`config.mk`:
```
export PLATFORM = sky130hd
export DESIGN_NAME = match_controller
export DESIGN_NICKNAME = d
export VERILOG_FILES = /design/src/rtl/match_controller.sv
export SDC_FILE = /design/constraint.sdc
export NUM_CORES = 1
export LEC_CHECK = 0
export ABC_AREA = 0
export BUFFER_PORTS_ARGS = -buffer_cell sky130_fd_sc_hd__buf_4
export CORE_MARGIN = 2
export CORE_UTILIZATION = 53
export CTS_BUF_LIST = sky130_fd_sc_hd__clkbuf_4 sky130_fd_sc_hd__clkbuf_8
export DETAILED_ROUTE_END_ITERATION = 10
export PLACE_DENSITY = 0.74
export SKIP_LAST_GASP = 1
export SYNTH_ARGS = -nofsm -noshare
export SYNTH_HDL_FRONTEND = slang
export SYNTH_SLANG_ARGS = --single-unit
```
`constraint.sdc`:
```
create_clock -name clk -period 2.1 [get_ports clk]
set_input_delay 0.21 -clock clk [delete_from_list [all_inputs] [get_ports clk]]
set_output_delay 0.21 -clock clk [all_outputs]
set_load 0.05 [all_outputs]
```
`src/rtl/match_controller.sv`:
```
// Match sequencer for the ball-and-paddle game: runs serve delay, play,
// point pause and game over, owns the scores and the latched mode/bat size.
//
// state       | meaning
// ------------+--------------------------------------------------------
// IDLE        | attract screen, mode/bat size track the selectors
// SERVE_WAIT  | ball parked, counting frames before the first serve
// PLAY        | ball live, watching for goals
// POINT_PAUSE | ball parked after a goal, counting frames to next serve
// GAME_OVER   | final scores and winner held until the next start
module match_controller #(
  parameter int WIN_SCORE          = 15,
  parameter int SERVE_DELAY_FRAMES = 60
) (
  input  logic       clk,
  input  logic       rst,
  input  logic       frame_tick_i,
  input  logic       start_i,
  input  logic [1:0] mode_sel_i,
  input  logic       bat_sel_i,
  input  logic       goal_p1_i,
  input  logic       goal_p2_i,
  output logic [1:0] mode_o,
  output logic       bat_size_o,
  output logic [4:0] p1_score_o,
  output logic [4:0] p2_score_o,
  output logic       ball_run_o,
  output logic       ball_reset_o,
  output logic       serve_dir_o,
  output logic       game_over_o,
  output logic       winner_o
);

  typedef enum logic [2:0] {
    IDLE        = 3'd0,
    SERVE_WAIT  = 3'd1,
    PLAY        = 3'd2,
    POINT_PAUSE = 3'd3,
    GAME_OVER   = 3'd4
  } state_t;

  localparam logic [4:0] WIN_Q    = 5'(WIN_SCORE);
  localparam logic [7:0] DELAY_Q  = 8'(SERVE_DELAY_FRAMES);
  localparam logic [1:0] PRACTICE = 2'b11;

  state_t     state_q;
  logic [7:0] cnt_q;
  logic       start_q;
  logic [1:0] mode_q;
  logic       bat_q;
  logic [4:0] p1_q, p2_q;
  logic       run_q, rst_pulse_q, dir_q, over_q, win_q;

  logic       start_edge_d;
  logic       match_start_d;
  logic [4:0] p1_inc_d, p2_inc_d;

  // Edge detect on start and the next-score values used by the win check.
  always_comb begin
    start_edge_d  = start_i & ~start_q;
    match_start_d = start_edge_d & ((state_q == IDLE) | (state_q == GAME_OVER));
    p1_inc_d      = p1_q + 5'd1;
    p2_inc_d      = p2_q + 5'd1;
  end

  // Match state machine with all outputs registered.
  always_ff @(posedge clk or posedge rst) begin
    if (rst) begin
      state_q     <= IDLE;
      cnt_q       <= 8'd0;
      start_q     <= 1'b1;  // a start held through reset must not start a match
      mode_q      <= 2'b00;
      bat_q       <= 1'b0;
      p1_q        <= 5'd0;
      p2_q        <= 5'd0;
      run_q       <= 1'b0;
      rst_pulse_q <= 1'b0;
      dir_q       <= 1'b0;
      over_q      <= 1'b0;
      win_q       <= 1'b0;
    end else begin
      start_q     <= start_i;
      rst_pulse_q <= 1'b0;
      if (match_start_d) begin
        p1_q        <= 5'd0;
        p2_q        <= 5'd0;
        over_q      <= 1'b0;
        mode_q      <= mode_sel_i;
        bat_q       <= bat_sel_i;
        dir_q       <= 1'b1;
        rst_pulse_q <= 1'b1;
        run_q       <= 1'b0;
        cnt_q       <= DELAY_Q;
        state_q     <= SERVE_WAIT;
      end else begin
        case (state_q)
          IDLE: begin
            mode_q <= mode_sel_i;
            bat_q  <= bat_sel_i;
            p1_q   <= 5'd0;
            p2_q   <= 5'd0;
          end
          SERVE_WAIT, POINT_PAUSE: begin
            run_q <= 1'b0;
            if (frame_tick_i) begin
              if (cnt_q == 8'd1) begin
                run_q   <= 1'b1;
                state_q <= PLAY;
              end
              cnt_q <= cnt_q - 8'd1;
            end
          end
          PLAY: begin
            run_q <= 1'b1;
            if (goal_p1_i | goal_p2_i) begin
              run_q       <= 1'b0;
              rst_pulse_q <= 1'b1;
              cnt_q       <= DELAY_Q;
              state_q     <= POINT_PAUSE;
              if (goal_p1_i & ~goal_p2_i) dir_q <= 1'b1;
              if (goal_p2_i & ~goal_p1_i) dir_q <= 1'b0;
              if (mode_q == PRACTICE) begin
                // practice counts every miss, simultaneous pulses included
                if (p2_q != 5'd31) p2_q <= p2_inc_d;
              end else if (goal_p1_i & ~goal_p2_i) begin
                p1_q <= p1_inc_d;
                if (p1_inc_d == WIN_Q) begin
                  state_q <= GAME_OVER;
                  over_q  <= 1'b1;
                  win_q   <= 1'b0;
                end
              end else if (goal_p2_i & ~goal_p1_i) begin
                p2_q <= p2_inc_d;
                if (p2_inc_d == WIN_Q) begin
                  state_q <= GAME_OVER;
                  over_q  <= 1'b1;
                  win_q   <= 1'b1;
                end
              end
            end
          end
          GAME_OVER: begin
            run_q <= 1'b0;
          end
          default: state_q <= IDLE;
        endcase
      end
    end
  end

  assign mode_o       = mode_q;
  assign bat_size_o   = bat_q;
  assign p1_score_o   = p1_q;
  assign p2_score_o   = p2_q;
  assign ball_run_o   = run_q;
  assign ball_reset_o = rst_pulse_q;
  assign serve_dir_o  = dir_q;
  assign game_over_o  = over_q;
  assign winner_o     = win_q;

endmodule

```
==> key figures, run 1 <==
Status
  • Status: finished, final reports clean

Global route
  • Total track usage: 24.6%
  • Vias in the first global route: 1500
  • Initial antenna violation count: 0
  • GR Overflow Total: 0
  • First-pass GRT wire length: 6570 µm
  • Largest net degree at the start of global routing: 31

Yosys
  • Dominant cell type by area after synthesis: dfrtp_1
  • FFs w/ async S/R, synth: 100%
  • Compound-cell area share of the yosys netlist: 16.4%
  • Sequential element share of the synthesized area: 43.7%
  • Gate Count Post-Synth: 182
  • Synth area leaders: dfrtp_1 (42%), ha_1 (7.3%), nand2_1 (5.9%), o21ai_0 (3.5%), xnor2_1 (3.1%)
  • Post-synth EDFFs: 0
  • Most frequent cell after synthesis: dfrtp_1
  • Syn_nets: 201
  • Share of the synthesized area in the top cell type: 42.2%
  • Synth Area in Adders: 7.28%
  • Synth warnings: 0
  • Post-synthesis mux area share: 1.97%
  • Synth unique cells: 40
  • Synthesis-stage register bit count: 30
  • Largest family of logic cells by synthesized area: simple AND/OR/NAND/NOR gates
  • Post-synthesis xor/xnor area fraction: 3.57%
  • Avg Cell Area, Syn: 9.45 µm²
  • Synth Flop Type: dfrtp_1
  • Post-synth top cells: dfrtp_1 (29), nand2_1 (27), o21ai_0 (12)
  • Simple-gate portion of the synthesized area: 24.2%
  • Post-synth design cell area: 1720 µm²

Critical path
  • Worst path arrival time: 2270 ps
  • Worst Setup Path Type: reg2reg
  • Most used cell, CP: ha_4
  • Required @ worst endpoint: 2310 ps
  • CP peak stage delay: 430 ps
  • Setup crit end kind: register
  • Crit path max fanout: 4
  • Slowest cell on the critical path: dfrtp_2
  • Cell Chain, Critical Path: ha_4 > and3_1 > ha_4 > nor4b_4 > nand2_2 > a21o_1 > a211o_1
  • Startpoint Class: register

Placed design
  • PortBufs: 26
  • Placer Congestion: 0.848
  • DP HPWL: 2770 µm
  • Placed cell areas: 2030 µm²

Route
  • # DRC: 0
  • Antenna Nets Post-Route: 0
  • Drt pass-1 iters: 4
  • Via count: 1512
  • Vias/cell: 5.66
  • Initial drt markers: 84
  • Post-Route WL: 3990 µm
  • Routed len/inst: 14.9 µm

Floorplanning
  • Ports: 27
  • Die W: 61.0 µm
  • Die ar.: 3720 µm²
  • Die height: 61.0 µm
  • Floorplan row count: 20
  • CORE AREA: 3080 µm²
  • Starting Density: 55.9%

Clock tree
  • CTS Sinks: 30
  • Root Buffer: clkbuf_4
  • H-tree levels: 2
  • CTS tree: done
  • CTS Buf Count: 5
  • Worst skew pair latency: 340 ps
  • Clk pin slew, worst setup/hold paths: 90 ps
  • CTS max path bufs: 2

STA
  • Measured slew at the worst slew-check pin: 553 ps
  • Max-Slew Margin vs Limit: 63.1%
  • Maximum clock skew at final layout: 17.4 ps
  • Peak Freq: 0.486 GHz
  • Final number of max-transition violations: 0
  • Fin crit share: 98.0%
  • Crit path time final: 2060 ps
  • # setup viols final: 0
  • Final Hold Fails: 0

Layout
  • # diodes: 0
  • Final net count: 241
  • Area grow syn2layout: 26.1%
  • Ratio of cells with drive above 1 in the final layout: 26.9%
  • Final Cell Area: 2170 µm²

Pwr
  • Worst VDD drop: 0.828 mV
  • Leak pwr: 0.972 nW
  • Total power: 2.04 mW
  • Pwr Density: 943 nW/µm²

Flow run
  • Maxcap violations: 0

Hold path
  • Hold Path Class: in2reg
-- state kept, by name, summed over array words and instances (netlist names) --
| name | cells |
|---|---|
| start_q | 1 |
| bat_size_o | 1 |
| p1_score_o | 5 |
| ball_run_o | 1 |
| p2_score_o | 5 |
| mode_o | 2 |
| winner_o | 1 |
| serve_dir_o | 1 |
| game_over_o | 1 |
| ball_reset_o | 1 |
| state_q | 3 |
| cnt_q | 8 |
-- report_power, final --
| part | internal [mW] | switching [mW] |
|---|---|---|
| Combinational | 0.298 | 0.511 |
| Sequential | 0.713 | 0.124 |
| Clock | 0.191 | 0.207 |
| Total | 1.20 | 0.842 |
-- per-layer routing --
layer	global-route usage, %	vias to the layer above	part of all wire [%]
li1	-	733	-
met1	29.1	729	43
met2	40.7	42	50
met3	8.96	8	4.8
met4	9.63	0	1.6
met5	0	-	0
-- logic make-up (layout without fill, tap and decap cells) --
| group | count (synthesis) | after routing |
|---|---|---|
| DFF | 30 | 30 |
| muxes | 3 | 3 |
| xor gates and xnor gates | 7 | 7 |
| AOI/OAI and AO/OA | 39 | 39 |
| adders and majority gates | 10 | 10 |
| buffers and inverters | 13 | 54 |
| and+or+nand+nor | 80 | 80 |
-- worst max-delay path: cells and delay by family, from the launching register on --
family          cells  cell delay (ps)
simple gates        3              650
compound gates      2              460
flops               1              430
fa+ha+maj           2              410
-- area by class of cell --
type,count,area (µm²)
sequential,30,754
inverter,10,37.5
fill,243,911
timing repair buffer,36,275
tap,44,55.1
multi-input combinational,139,978
clock buffer,8,66.3
-- per-stage QoR --
stage                     instances  util (%)  setup TNS [ps]  hold WS, ps  setup WS, ps
after global routing            267      70.4           -11.8         91.0         -11.8
after CTS                       267      69.2               0          109          30.1
after detailed placement        255      65.9           -47.3          314         -23.9
after floorplan                 182         -          -0.897          214        -0.897
final                           267      70.4               0          104          43.0
after global placement          255      65.9               0          313          74.0
-- placed cells by master, fill, tap and decap left out, types with 3 or more instances in the layout --
master / synthesis / layout
a21o_1: 5 / 5
a21oi_1: 5 / 5
buf_4: 0 / 34
clkbuf_4: 0 / 7
dfrtp_1: 29 / 27
ha_1: 10 / 8
inv_1: 10 / 10
mux2_2: 3 / 3
nand2_1: 27 / 26
nand2b_1: 5 / 5
nand3_1: 10 / 10
nand3b_1: 3 / 3
nor2_1: 11 / 11
nor3_1: 9 / 9
nor3b_1: 3 / 3
o21ai_0: 12 / 12
o21ai_1: 4 / 4
xnor2_1: 6 / 6
-- worst paths after layout --
kind	start	depth (start not counted)	end	slack [ps]
max	p2_score_o[1]	7	state_q[0]	40
min	bat_sel_i	2	bat_size_o	100
max reg2reg	p2_score_o[1]	7	state_q[0]	40
min reg2reg	cnt_q[5]	1	cnt_q[5]	480
max in group asynchronous	rst	4	start_q	1280
min in group asynchronous	rst	4	cnt_q[2]	490
-- timing repair --
item / CTS / global route
endpoints found under the hold margin: 30 / 0
hold buffers: 2 / 0
setup buffers: 2 / 0
pin swaps: 2 / 3
setup endpoints to repair: 2 / 3
gates resized for setup: 0 / 4
No activity file was read; power rests on OpenSTA's default activity.
==> inputs of run 2 (changes only) <==
ABC_AREA = 1   (was 0)
==> run 2 against run 1 <==
Total power is 58% higher. Critical path type unchanged. Synthesized cell count grew 26%. Die area up 7.8%. Clock skew decreased by 7.6 ps. Fmax grew 9.7%.
==> key figures, run 2 <==
Layout
  • Ratio of cells with drive above 1 in the final layout: 27.1% (+0.16 points)
  • Final net count: 284 (+18%)
  • Area grow syn2layout: 17.9%
  • Most common cell after layout, fill and taps aside: nand2_1
  • Number of flip-flops in the largest register: 8 (unchanged)
  • Largest Register: cnt_q
  • Non-filler cells, final: 312 (+17%)
  • Final Cell Area: 2200 µm² (+1.4%)
  • # diodes: 0 (unchanged)
  • Commonest non-fill, non-tap cells in the layout: nand2_1 (52), inv_1 (33), buf_4 (29)

Global route
  • Initial antenna violation count: 0 (unchanged)
  • Vias in the first global route: 1510 (+0.67%)
  • Largest net degree at the start of global routing: 31 (unchanged)
  • First-pass GRT wire length: 6710 µm (+2.2%)
  • GR Overflow Total: 0 (unchanged)
  • Total track usage: 21.7% (-2.9 points)

Floorplanning
  • CORE AREA: 3360 µm² (+9.3%)
  • Die ar.: 4010 µm² (+7.8%)
  • Starting Density: 55.4% (-0.46 points)
  • Die height: 63.3 µm (+3.8%)
  • Die W: 63.3 µm (+3.8%)
  • Ports: 27 (unchanged)
  • Floorplan row count: 21 (+5.0%)

Yosys
  • Post-synthesis mux area share: 1.81% (-0.15 points)
  • Synth unique cells: 32 (-20%)
  • Synth Area in Adders: 6.72% (-0.56 points)
  • Avg Cell Area, Syn: 8.14 µm² (-14%)
  • Post-synthesis xor/xnor area fraction: 0.470% (-3.1 points)
  • Compound-cell area share of the yosys netlist: 13.6% (-2.7 points)
  • Post-synth design cell area: 1860 µm² (+8.4%)
  • Post-synth top cells: nand2_1 (52), inv_1 (33), dfrtp_1 (29)
  • Most frequent cell after synthesis: nand2_1
  • Syn_nets: 248 (+23%)
  • Largest family of logic cells by synthesized area: simple AND/OR/NAND/NOR gates
  • Post-synth EDFFs: 0 (unchanged)
  • Synth Flop Type: dfrtp_1
  • Sequential element share of the synthesized area: 40.4% (-3.4 points)
  • Simple-gate portion of the synthesized area: 28.0% (+3.8 points)
  • Share of the synthesized area in the top cell type: 39.0% (-3.3 points)
  • Synthesis-stage register bit count: 30 (unchanged)
  • Synth warnings: 0 (unchanged)
  • Gate Count Post-Synth: 229 (+26%)
  • Synth area leaders: dfrtp_1 (39%), nand2_1 (10%), ha_1 (6.7%), inv_1 (6.6%), o21ai_0 (4.8%)
  • Dominant cell type by area after synthesis: dfrtp_1
  • FFs w/ async S/R, synth: 100% (unchanged)

Route
  • Via count: 1576 (+4.2%)
  • Antenna Nets Post-Route: 0 (unchanged)
  • Vias/cell: 5.05 (-11%)
  • # DRC: 0 (unchanged)
  • Post-Route WL: 3710 µm (-6.9%)
  • Initial drt markers: 114 (+36%)
  • Drt pass-1 iters: 4 (unchanged)
  • Routed len/inst: 11.9 µm (-20%)

Placed design
  • PortBufs: 26 (unchanged)
  • Placer Congestion: 0.837 (-1.3%)
  • Placed cell areas: 2100 µm² (+3.4%)
  • Inst Count DP: 300 (+18%)
  • DP HPWL: 2760 µm (-0.34%)

Pwr
  • Sw frac: 50.9% (+9.7 points)
  • Comb pwr share: 57.7% (+18 points)
  • Clock power share: 11.9% (-7.6 points)
  • Worst VDD drop: 0.977 mV (+18%)
  • Psw: 1.65 mW (+96%)
  • Total power: 3.24 mW (+58%)
  • Leak pwr: 1.11 nW (+15%)
  • Pwr Density: 1470 nW/µm² (+56%)
  • Int Pwr: 1.59 mW (+32%)
  • Sequential share of power: 30.3% (-11 points)

STA
  • Maximum clock skew at final layout: 9.78 ps (-7.58 ps)
  • Final number of max-transition violations: 0 (unchanged)
  • Hold slack: 102 ps (-1.63 ps)
  • Fin crit share: 89.3% (-8.6 points)
  • Final Hold Fails: 0 (unchanged)
  • Measured slew at the worst slew-check pin: 393 ps (-159 ps)
  • # setup viols final: 0 (unchanged)
  • Crit path time final: 1880 ps (-182 ps)
  • Max-Slew Margin vs Limit: 73.7% (+11 points)
  • Peak Freq: 0.533 GHz (+9.7%)

Clock tree
  • CTS Sinks: 30 (unchanged)
  • CTS Buf Count: 5 (unchanged)
  • CTS tree: done
  • Root Buffer: clkbuf_4
  • Worst skew pair latency: 340 ps (about the same)
  • Clk pin slew, worst setup/hold paths: 100 ps (about the same)
  • CTS max path bufs: 2 (unchanged)
  • H-tree levels: 2 (unchanged)

Critical path
  • Required @ worst endpoint: 2330 ps (+20 ps)
  • Worst Setup Path Type: reg2reg
  • Worst path arrival time: 2110 ps (-160 ps)
  • Crit path max fanout: 6 (+2)
  • Setup crit end kind: register
  • Startpoint Class: register

Hold path
  • Hold Path Class: in2reg

Flow run
  • Maxcap violations: 0 (unchanged)

Status
  • Status: finished, final reports clean
## run 2: timing repair
item / in CTS / in global routing
endpoints found under the setup margin: 0 / 1
hold endpoints to repair: 30 / 0
resized for setup: 0 / 0
hold buffers: 2 / 0
buffers inserted: 0 / 2
## run 2: final timing paths
kind	startpoint	to	slack [ps]	depth (start not counted)
min in group asynchronous	rst	cnt_q[4]	500	4
hold reg to reg	serve_dir_o	serve_dir_o	490	1
hold / removal	mode_sel_i[0]	mode_o[0]	100	2
max in group asynchronous	rst	start_q	1270	4
setup / recovery	p2_score_o[1]	winner_o	220	12
setup reg to reg	p2_score_o[1]	winner_o	220	12
## run 2: cell type report
type,count,area (µm²)
fillers,309,1170
flip-flops and latches,30,753
clock inverters,1,5.00
multi-input cells,160,943
inverters,37,141
clock buffers,7,58.8
repair buffers,31,238
well taps,46,57.6
## run 2: cell families after synthesis
logic type	after synthesis
simple gates	104
compound gates	42
buf+inv	39
flops	30
fa+ha+maj	10
mux	3
xor+xnor	1
## run 2: routing by layer
layer,wire (µm),vias to the layer above,GRT usage [%],part of all wire (%)
met5,0,-,0,0
met4,76,0,8.15,2.0
met3,139,8,5.89,3.7
met2,1790,24,35.4,48
met1,1710,733,27.6,46
li1,-,811,-,-
## run 2: stage by stage
| step | TNS [ps] | worst slack (ps) | utilization [%] |
|---|---|---|---|
| 4_1_cts | 0 | 216 | 64.9 |
| 3_5_place_dp | 0 | 222 | 62.4 |
| 3_3_place_gp | 0 | 286 | 62.4 |
| 2_1_floorplan | 0 | 44.2 | - |
| 6_report | 0 | 225 | 65.3 |
| 5_1_grt | -2.27 | -2.27 | 65.3 |
## run 2: worst max-delay path, stage by stage, from the launching register on
cell     delay (ps)
dfrtp_2         460
ha_1            200
nand2_1          80
nor2_1           50
ha_1            280
inv_1            50
nand2_1          40
nor2_1          130
nand2_1          70
nand2_1          80
nand3_1          90
o21ai_0         140
o21ai_0          90
## run 2: power groups by stage
stage,logic (mW),clock network [mW],registers (mW)
after CTS,1.86,0.399,0.983
after detailed placement,1.85,0,0.994
final,1.87,0.386,0.982
after global routing,2.08,0.430,1.01
after floorplan,1.08,0,1.38
after global placement,1.83,0,0.990
==> inputs of run 3 (changes only) <==
BUFFER_PORTS_ARGS = default   (was -buffer_cell sky130_fd_sc_hd__buf_4)
DONT_BUFFER_PORTS = 1   (was default)
PLACE_DENSITY = 0.71   (was 0.74)
SETUP_SLACK_MARGIN = 0.5   (was default)
==> run 3 against run 2 <==
Die area unchanged. Design area increased by 12%. First-iteration DRC count increased by 25%. Critical path type unchanged. Largest cell class unchanged.
==> key figures, run 3 (synthesis results as in run 2) <==
Clock tree
  • CTS Buf Count: 5 (unchanged)
  • Root Buffer: clkbuf_4
  • H-tree levels: 2 (unchanged)
  • CTS Sinks: 30 (unchanged)
  • Clk pin slew, worst setup/hold paths: 110 ps (about the same)
  • CTS max path bufs: 2 (unchanged)
  • CTS tree: done
  • Worst skew pair latency: 340 ps (about the same)

Layout
  • Final Cell Area: 2450 µm² (+12%)
  • Largest Register: cnt_q
  • Final net count: 288 (+1.4%)
  • Ratio of cells with drive above 1 in the final layout: 36.3% (+9.2 points)
  • Most common cell after layout, fill and taps aside: nand2_1
  • Filler cells: 259 (-16%)
  • Area grow syn2layout: 31.5%
  • Commonest non-fill, non-tap cells in the layout: nand2_1 (47), inv_1 (30), buf_4 (26)
  • Number of flip-flops in the largest register: 8 (unchanged)
  • # diodes: 0 (unchanged)

Placed design
  • Worst Setup Slack post-DPL: 340 ps (+118 ps)
  • Placed cell areas: 2000 µm² (-4.7%)
  • DP HPWL: 2580 µm (-6.6%)
  • Placer Congestion: 0.794 (-5.1%)
  • PortBufs: 0 (-100%)

Route
  • Antenna Nets Post-Route: 0 (unchanged)
  • Vias/cell: 5.28 (+4.6%)
  • # DRC: 0 (unchanged)
  • Drt pass-1 iters: 4 (unchanged)
  • Via count: 1670 (+6.0%)
  • Routed len/inst: 13.7 µm (+15%)
  • Initial drt markers: 142 (+25%)
  • Post-Route WL: 4320 µm (+16%)

Critical path
  • Worst-case reg-to-reg path depth: 14 (+2)
  • Worst R2R Setup Slack: 410 ps (+180 ps)
  • Startpoint Class: register
  • Worst path arrival time: 1940 ps (-170 ps)
  • Required @ worst endpoint: 2350 ps (+20 ps)
  • Worst flop-to-flop path endpoint: state_q[0]
  • Crit Reg-Reg Startpoint: p2_score_o[1]
  • Crit path max fanout: 2 (-4)
  • Setup crit end kind: register
  • Worst Setup Path Type: reg2reg

STA
  • Measured slew at the worst slew-check pin: 499 ps (+105 ps)
  • Unrepaired setup endpoints after global routing: true
  • Max-Slew Margin vs Limit: 66.8% (-6.9 points)
  • Sum Neg Setup Slack: 0 ps (unchanged)
  • Peak Freq: 0.590 GHz (+11%)
  • Final Hold Fails: 0 (unchanged)
  • Final WS setup: 405 ps (+181 ps)
  • Crit path time final: 1690 ps (-181 ps)
  • Fin crit share: 80.7% (-8.6 points)
  • # setup viols final: 0 (unchanged)
  • Maximum clock skew at final layout: 6.98 ps (-2.81 ps)
  • Final number of max-transition violations: 0 (unchanged)

Floorplanning
  • Ports: 27 (unchanged)
  • Die ar.: 4010 µm² (unchanged)
  • CORE AREA: 3360 µm² (unchanged)
  • Die W: 63.3 µm (unchanged)
  • Starting Density: 55.4% (unchanged)
  • Floorplan row count: 21 (unchanged)
  • Die height: 63.3 µm (unchanged)

Pwr
  • Leak pwr: 1.17 nW (+5.4%)
  • Worst VDD drop: 1.14 mV (+17%)
  • Pwr Density: 1580 nW/µm² (+7.3%)

Global route
  • Met3 Usage GRT: 6.25% (+0.36 points)
  • Initial antenna violation count: 0 (unchanged)
  • Total track usage: 21.0% (-0.71 points)
  • Met2 Use GR: 35.1% (-0.27 points)
  • Largest net degree at the start of global routing: 31 (unchanged)
  • Grt peak-use layer: met2
  • First-pass GRT wire length: 6640 µm (-1.1%)
  • GR Overflow Total: 0 (unchanged)
  • Vias in the first global route: 1495 (-0.99%)
  • GR Util met1: 26.3% (-1.2 points)

Status
  • Status: finished, final reports clean

Hold path
  • Hold Path Stages: 2 (unchanged)
  • Hold_sp: frame_tick_i
  • Hold Path Class: in2reg
  • Worst Hold Endpoint: ball_run_o

Flow run
  • Maxcap violations: 0 (unchanged)
==> run 3: cell count changes in the layout (fill, tap and decap cells not counted), sizes merged <==
cell | before | now
and2 | 1 | 2
buf | 29 | 28
bufinv | 0 | 2
clkbuf | 7 | 6
clkinv | 1 | 0
dlygate4sd3 | 2 | 5
nor2 | 21 | 22
==> run 3: area by class of cell <==
cell class	instances	area (µm²)	share of cell area [%]
multi-input cells	162	1100	44.8
flip-flops and latches	30	758	30.9
repair buffers	33	277	11.3
inverters	37	149	6.08
clock inverters	2	60.1	2.45
well taps	46	57.6	2.35
clock buffers	6	51.3	2.09
==> run 3: worst max-delay path by stage <==
stage / start / to / slack (ps)
finish: p2_score_o[1] / state_q[0] / 410
global route: p2_score_o[1] / state_q[1] / 300
CTS: p2_score_o[0] / state_q[0] / 330
detailed placement: p2_score_o[1] / state_q[0] / 340
global placement: p2_score_o[1] / state_q[0] / 370
floorplan: p2_score_o[1] / state_q[0] / 220
==> run 3: power breakdown <==
part | total (mW) | internal [mW] | switching [mW] | leakage [nW]
registers | 1.25 | 0.804 | 0.447 | 0.371
clock network | 0.623 | 0.403 | 0.220 | 0.0585
logic | 2.00 | 0.789 | 1.21 | 0.744
==> run 3: worst max-delay path, cell delays in order, from the launching register on <==
cell and delay, ps:
dfrtp_2 430, ha_4 170, nand2_4 60, nor2_4 40, ha_4 240, inv_2 50
nand2_2 40, nor2_2 90, nand3_1 80, nand2_1 90, nand3_1 70, nand2_1 90
nand2_1 50, nand2_1 50, nand2_1 40
==> run 3: per-stage QoR <==
| stage | std cells | hold slack, ps | power, mW | util [%] |
|---|---|---|---|---|
| final | 316 | 81.1 | 3.88 | 72.8 |
| after global routing | 316 | 87.4 | 4.14 | 72.8 |
| after CTS | 299 | 8.15 | 3.49 | 65.6 |
| after detailed placement | 284 | 206 | 2.74 | 59.4 |
| after global placement | 284 | 206 | 2.72 | 59.4 |
| after floorplan | 229 | 214 | 2.51 | - |
==> run 3: metal layers <==
layer	wire length, µm	up-vias	part of all wire [%]
li1	-	830	-
met1	1840	790	43
met4	48	0	1.1
met3	207	8	4.8
met2	2220	42	51
met5	0	-	0
==> run 3: timing repair <==
action                                  CTS  global route
endpoints found under the hold margin    30             3
gates cloned                              1             1
pin swaps                                 7            15
endpoints found under the setup margin   22            24
hold buffers                              2             3
gates resized for setup                  10            29
setup buffers                             4            13
